### src/rtl/decode_queue.sv
// Instruction FIFO between fetch and dispatch. Stores raw {instr, pc} and
// decodes the head entry combinationally into reservation-station issue fields.
module decode_queue #(
    parameter int unsigned DEPTH = 4,
    parameter bit          RV32M = 1'b1
) (
    input  logic                     clk,
    input  logic                     rst,
    input  logic                     flush,
    input  logic                     in_valid,
    output logic                     in_ready,
    input  logic [31:0]              in_instr,
    input  logic [31:0]              in_pc,
    output logic                     out_valid,
    input  logic                     out_ready,
    output logic [2:0]               out_Unit,
    output logic [9:0]               out_Op,
    output logic [4:0]               out_Qj,
    output logic [4:0]               out_Qk,
    output logic [31:0]              out_Vj,
    output logic [31:0]              out_Vk,
    output logic [31:0]              out_A,
    output logic                     out_A_rdy,
    output logic [4:0]               out_Dest,
    output logic [2:0]               out_rwmm,
    output logic                     out_illegal,
    output logic [31:0]              out_pc,
    output logic [$clog2(DEPTH):0]   count
);

    localparam int unsigned PW = $clog2(DEPTH);
    localparam int unsigned CW = PW + 1;

    typedef enum logic [2:0] {
        U_ALU    = 3'd0,
        U_MUL    = 3'd1,
        U_DIV    = 3'd2,
        U_BRANCH = 3'd3,
        U_LOAD   = 3'd4,
        U_STORE  = 3'd5
    } unit_e;

    typedef enum logic [6:0] {
        OPC_LOAD     = 7'h03,
        OPC_MISC_MEM = 7'h0F,
        OPC_OP_IMM   = 7'h13,
        OPC_AUIPC    = 7'h17,
        OPC_STORE    = 7'h23,
        OPC_OP       = 7'h33,
        OPC_LUI      = 7'h37,
        OPC_BRANCH   = 7'h63,
        OPC_JALR     = 7'h67,
        OPC_JAL      = 7'h6F,
        OPC_SYSTEM   = 7'h73
    } opcode_e;

    logic [63:0]   mem_q [DEPTH];
    logic [PW-1:0] wr_ptr_q, wr_ptr_d;
    logic [PW-1:0] rd_ptr_q, rd_ptr_d;
    logic [CW-1:0] count_q, count_d;
    logic          push, pop;

    assign in_ready  = (count_q < CW'(DEPTH));
    assign out_valid = (count_q != '0);
    assign count     = count_q;

    // flush wins over any handshake in the same cycle
    assign push = in_valid && in_ready && !flush;
    assign pop  = out_valid && out_ready && !flush;

    always_comb begin
        wr_ptr_d = wr_ptr_q;
        rd_ptr_d = rd_ptr_q;
        count_d  = count_q;
        if (flush) begin
            wr_ptr_d = '0;
            rd_ptr_d = '0;
            count_d  = '0;
        end else begin
            if (push) wr_ptr_d = wr_ptr_q + PW'(1);
            if (pop)  rd_ptr_d = rd_ptr_q + PW'(1);
            case ({push, pop})
                2'b10:   count_d = count_q + CW'(1);
                2'b01:   count_d = count_q - CW'(1);
                default: count_d = count_q;
            endcase
        end
    end

    always_ff @(posedge clk or posedge rst) begin
        if (rst) begin
            wr_ptr_q <= '0;
            rd_ptr_q <= '0;
            count_q  <= '0;
        end else begin
            wr_ptr_q <= wr_ptr_d;
            rd_ptr_q <= rd_ptr_d;
            count_q  <= count_d;
        end
    end

    always_ff @(posedge clk) begin
        if (push) mem_q[wr_ptr_q] <= {in_instr, in_pc};
    end

    logic [31:0] h_instr, h_pc;
    logic [6:0]  opc, f7;
    logic [2:0]  f3;
    logic [4:0]  rd, rs1, rs2;
    logic [31:0] imm_i, imm_s, imm_b, imm_u, imm_j;

    assign {h_instr, h_pc} = mem_q[rd_ptr_q];
    assign opc = h_instr[6:0];
    assign rd  = h_instr[11:7];
    assign f3  = h_instr[14:12];
    assign rs1 = h_instr[19:15];
    assign rs2 = h_instr[24:20];
    assign f7  = h_instr[31:25];

    assign imm_i = {{20{h_instr[31]}}, h_instr[31:20]};
    assign imm_s = {{20{h_instr[31]}}, h_instr[31:25], h_instr[11:7]};
    assign imm_b = {{19{h_instr[31]}}, h_instr[31], h_instr[7], h_instr[30:25],
                    h_instr[11:8], 1'b0};
    assign imm_u = {h_instr[31:12], 12'b0};
    assign imm_j = {{11{h_instr[31]}}, h_instr[31], h_instr[19:12], h_instr[20],
                    h_instr[30:21], 1'b0};

    always_comb begin
        out_Unit    = U_ALU;
        out_Op      = '0;
        out_Qj      = '0;
        out_Qk      = '0;
        out_Vj      = '0;
        out_Vk      = '0;
        out_A       = '0;
        out_A_rdy   = 1'b0;
        out_Dest    = '0;
        out_rwmm    = '0;
        out_illegal = 1'b0;
        out_pc      = '0;
        if (out_valid) begin
            out_pc    = h_pc;
            out_A_rdy = 1'b1;
            out_Dest  = rd;
            case (opc)
                OPC_OP_IMM: begin
                    out_Op = {f3, (f3 == 3'b101) ? f7 : 7'b0};
                    out_Qj = rs1;
                    out_Vk = imm_i;
                end
                OPC_LUI: out_Vk = imm_u;
                OPC_AUIPC: begin
                    out_Vj = h_pc;
                    out_Vk = imm_u;
                end
                OPC_OP: begin
                    out_Op = {f3, f7};
                    out_Qj = rs1;
                    out_Qk = rs2;
                    if (f7 == 7'b0000001 && RV32M)
                        out_Unit = f3[2] ? U_DIV : U_MUL;
                    else if (f7 != 7'b0000000 && f7 != 7'b0100000)
                        out_illegal = 1'b1;
                end
                OPC_JAL: begin
                    out_Unit = U_BRANCH;
                    out_A    = h_pc + imm_j;
                end
                OPC_JALR: begin
                    out_Unit  = U_BRANCH;
                    out_Op    = {f3, 7'b0};
                    out_Qj    = rs1;
                    out_Qk    = rs1;
                    out_A     = imm_i;
                    out_A_rdy = 1'b0;
                end
                OPC_BRANCH: begin
                    out_Unit = U_BRANCH;
                    out_Op   = {f3, 7'b0};
                    out_Qj   = rs1;
                    out_Qk   = rs2;
                    out_A    = h_pc + imm_b;
                    out_Dest = '0;
                end
                OPC_LOAD: begin
                    out_Unit  = U_LOAD;
                    out_Qj    = rs1;
                    out_A     = imm_i;
                    out_A_rdy = 1'b0;
                    out_rwmm  = f3;
                end
                OPC_STORE: begin
                    out_Unit  = U_STORE;
                    out_Qj    = rs1;
                    out_Qk    = rs2;
                    out_A     = imm_s;
                    out_A_rdy = 1'b0;
                    out_Dest  = '0;
                    out_rwmm  = f3;
                end
                OPC_MISC_MEM: begin
                    out_Qj   = rs1;
                    out_Dest = '0;
                end
                OPC_SYSTEM: out_Dest = '0;
                default: begin
                    out_Dest    = '0;
                    out_illegal = 1'b1;
                end
            endcase
        end
    end

endmodule
### config.mk
export PLATFORM = sky130hd
export DESIGN_NAME = decode_queue
export DESIGN_NICKNAME = d
export VERILOG_FILES = /design/src/rtl/decode_queue.sv
export SDC_FILE = /design/constraint.sdc
export NUM_CORES = 1
export LEC_CHECK = 0
export BUFFER_PORTS_ARGS = -buffer_cell sky130_fd_sc_hd__buf_2
export CAP_MARGIN = 20
export CORE_UTILIZATION = 40
export CTS_CLUSTER_DIAMETER = 50
export DETAILED_ROUTE_END_ITERATION = 16
export SLEW_MARGIN = 25
export SYNTH_ARGS = -nofsm -noshare
export SYNTH_HDL_FRONTEND = slang
export SYNTH_SLANG_ARGS = --single-unit
### constraint.sdc
create_clock -name clk -period 14.5 [get_ports clk]
set_input_delay 1.45 -clock clk [delete_from_list [all_inputs] [get_ports clk]]
set_output_delay 1.45 -clock clk [all_outputs]
set_load 0.05 [all_outputs]
==> run metrics <==
Via Count ~8700; final worst setup slack 6360 ps; WP buf/inv 3; first-pass GRT wire length around 50000 microns; reg2reg path depth 10; Mapped Cells 938; io pins ~240; max-slew violation count 0; most frequent cells after synthesis 256 x edfxtp_1, 86 x nand2_1, 74 x and2_1; R2R Path Start count[1]$_DFFE_PP0P_; Post-CTS Repair Setup Buffers 0; Cell Int Power between 1.5 and 2 mW; Clock power frac about a third; vias per cell between 5 and 6; Synth Flop Type edfxtp_1; warnings from Yosys 0; Leak about 5.9 nW; design area ~15000 sq um; max_cap viols 0; Worst Skew around 14 ps; Max stage delay on crit path ~800 ps; WL/cell ~21 microns; CTS Buf Count 31; async set or reset register ratio after synthesis 2.66%; starting density of the core between 40 and 50%; Initial DRC Count just under 700; Slew @ Worst Pin 860 ps; Slew Limit Headroom between 40% and 50%; Hold Path Origin wr_ptr_q[0]$_DFFE_PP0P_; Area after DPL 14400 sq um; r2r endpoint count[2]$_DFFE_PP0P_; Post-Synthesis Cell Area between 10000 and 15000 sq um; setup violators final 0; vias in the first global route 8400; GR Overflow Total 0; clock root buffer master clkbuf_16; IO Port Bufs between 200 and 250; outcome finished, final reports clean; sequential fraction of design power between 30 and 40%; synthesized netlist net count around 1000; global routing usage on met2 around a third; # diodes 0; clock sink count ~260; Placement Rows 65; unrepaired setup endpoints after global routing no; Clock Pin Slew Worst Setup and Hold Paths approximately 60 ps; CTS tree done; largest net degree at the start of global routing 65; Hold Path Class reg2reg; CP Capture Type output pin; Psw approximately 840 uW; CTS max path bufs 3; global routing usage on met3 approximately 4%; Reg2Reg Setup Slack around 12000 ps; H-Tree Depth 1; Worst setup SP type register; Hold Path Cell Cnt 2; GRT Util Overall between 20% and 30%; Min-Delay Endpoint wr_ptr_q[0]$_DFFE_PP0P_; Tcrit/Tclk final between 50% and 60%; IR drop worst, VDD between 0.1 and 0.15 mV; post-route DRC violation count 0; Crit-path slowest cell dfrtp_4; Most common cell on crit path o21ai_1; Worst-Skew Late Latency 570 ps; Die ar. 32700 sq um; top-count cell post-synth edfxtp_1; Final nets roughly 1300; final wirelength around 34000 microns; synth top area cells edfxtp_1 60%, mux4_2 9.7%, and2_1 3.6%; sequential fraction of the synthesis area between 60% and 70%; critical path fanouts, max 43; Routability Congestion roughly 0.9; GR Util met1 ~28%; Inst Count DP 1536; Logic pwr share about a third; Area Overhead vs Synth 20.6%; Period minus WS final 8140 ps; dpl ws about 6900 ps; Final Hold Fails 0; antenna violations before repair 4; Detail Placement HPWL 23400 microns; CTS resizes 0; Chip Width 181 microns; post-synth top area share about three fifths; CP Cell Sequence buf_4, mux4_2, nor3_1, and2_1, nand2_1, nand2_1, ha_1, inv_1, fa_1, nor2b_1, o21a_1, o21ai_1, a21oi_1, o21ai_1, a31o_2, o311ai_0, xnor2_1, o21ai_1, buf_2; cell taking the most area after synthesis edfxtp_1; die height ~180 microns; Distinct cells, synth 59; post-route ant nets 0; Most Used Layer, Global Route met2; Pwr Density 156 nW/um^2; mean post-synth cell area roughly 14 sq um; drt pass-1 iters 5; WHS ~620 ps; flops & latches, synth ~260; Critical Path RT around 13000 ps; WS Path Type reg2out; hold_buf cts 0; TNS Setup 0 ps; switching fraction of total power between 30% and 40%; CP Data Arrival Time between 6000 and 7000 ps; Top delay family on crit path compound AO/OA/AOI/OAI gates; EDFF count, synth ~260; Core ar. roughly 32000 sq um; Finished Layout Cells between 1500 and 2000; Fmax roughly 120 MHz; layout cell share with drive strength beyond 1 30.6%
-- stage by stage --
stage               utilization [%]  total power [mW]
CTS                            48.8              2.43
finish                         49.0              2.41
floorplan                         -              1.47
global placement               45.5              1.66
global route                   49.0              2.53
detailed placement             45.5              1.67
-- worst max-delay path by stage --
stage	from	endpoint	cells past startpoint
2_1_floorplan	rd_ptr_q[1]$_DFFE_PP0P_	out_A[30]	16
3_3_place_gp	rd_ptr_q[0]$_DFFE_PP0P_	out_A[27]	19
3_5_place_dp	rd_ptr_q[0]$_DFFE_PP0P_	out_A[27]	19
4_1_cts	rd_ptr_q[0]$_DFFE_PP0P_	out_A[27]	19
5_1_grt	rd_ptr_q[0]$_DFFE_PP0P_	out_A[30]	17
6_report	rd_ptr_q[0]$_DFFE_PP0P_	out_A[27]	19
-- power groups by stage --
stage,Clock (mW),Sequential (mW),Combinational (mW)
3_3_place_gp,0,0.908,0.756
4_1_cts,0.779,0.894,0.760
6_report,0.763,0.892,0.760
3_5_place_dp,0,0.909,0.757
2_1_floorplan,0,0.898,0.576
5_1_grt,0.810,0.896,0.827
-- flip-flops by register name (all words and copies together) (netlist names) --
| signal | cells |
|---|---|
| mem_q | 256 |
| count | 3 |
| wr_ptr_q | 2 |
| rd_ptr_q | 2 |
-- final cells by class --
cell class | instances | area, sq um
fill | 2769 | 16100
sequential | 263 | 7870
multi-input combinational | 604 | 4680
timing repair buffer | 243 | 1280
clock buffer | 33 | 783
tap | 402 | 503
clock inverter | 24 | 235
inverter | 26 | 98.8
-- cells by family after synthesis --
logic type | Yosys count | synth area share, %
compound gates | 164 | 8.02
xor+xnor | 31 | 2.12
flops | 263 | 61.4
mux | 70 | 10.9
simple gates | 300 | 11.4
buf+inv | 71 | 2.26
fa+ha+maj | 39 | 3.93
-- routing by layer --
metal | part of all wire, % | routed length (microns) | up-vias
li1 | - | - | 4048
met1 | 43 | 14500 | 4247
met2 | 47 | 15700 | 343
met3 | 7.0 | 2370 | 70
met4 | 3.2 | 1080 | 8
met5 | 0.11 | 38 | -
-- layout by cell type, fill, tap and decap left out, types with 7 or more instances in the layout --
cell type	instances
a21oi_1	31
nor3_1	13
a21o_1	14
nand2_1	86
xnor2_1	17
nor2_1	69
nand2b_1	9
clkbuf_16	31
xor2_1	14
buf_2	234
nand3_1	16
clkinv_1	10
mux4_2	55
ha_1	37
edfxtp_1	256
nand4_1	8
o22ai_1	7
o21ai_1	26
buf_4	7
mux2i_1	8
inv_1	24
o21ai_0	37
and2_1	70
-- tightest hold or removal path, stage by stage, from the launching register on --
cell,delay [ps]
dfrtp_1,410
xnor2_1,140
nor2_1,40
(Power assumes the default switching activity.)
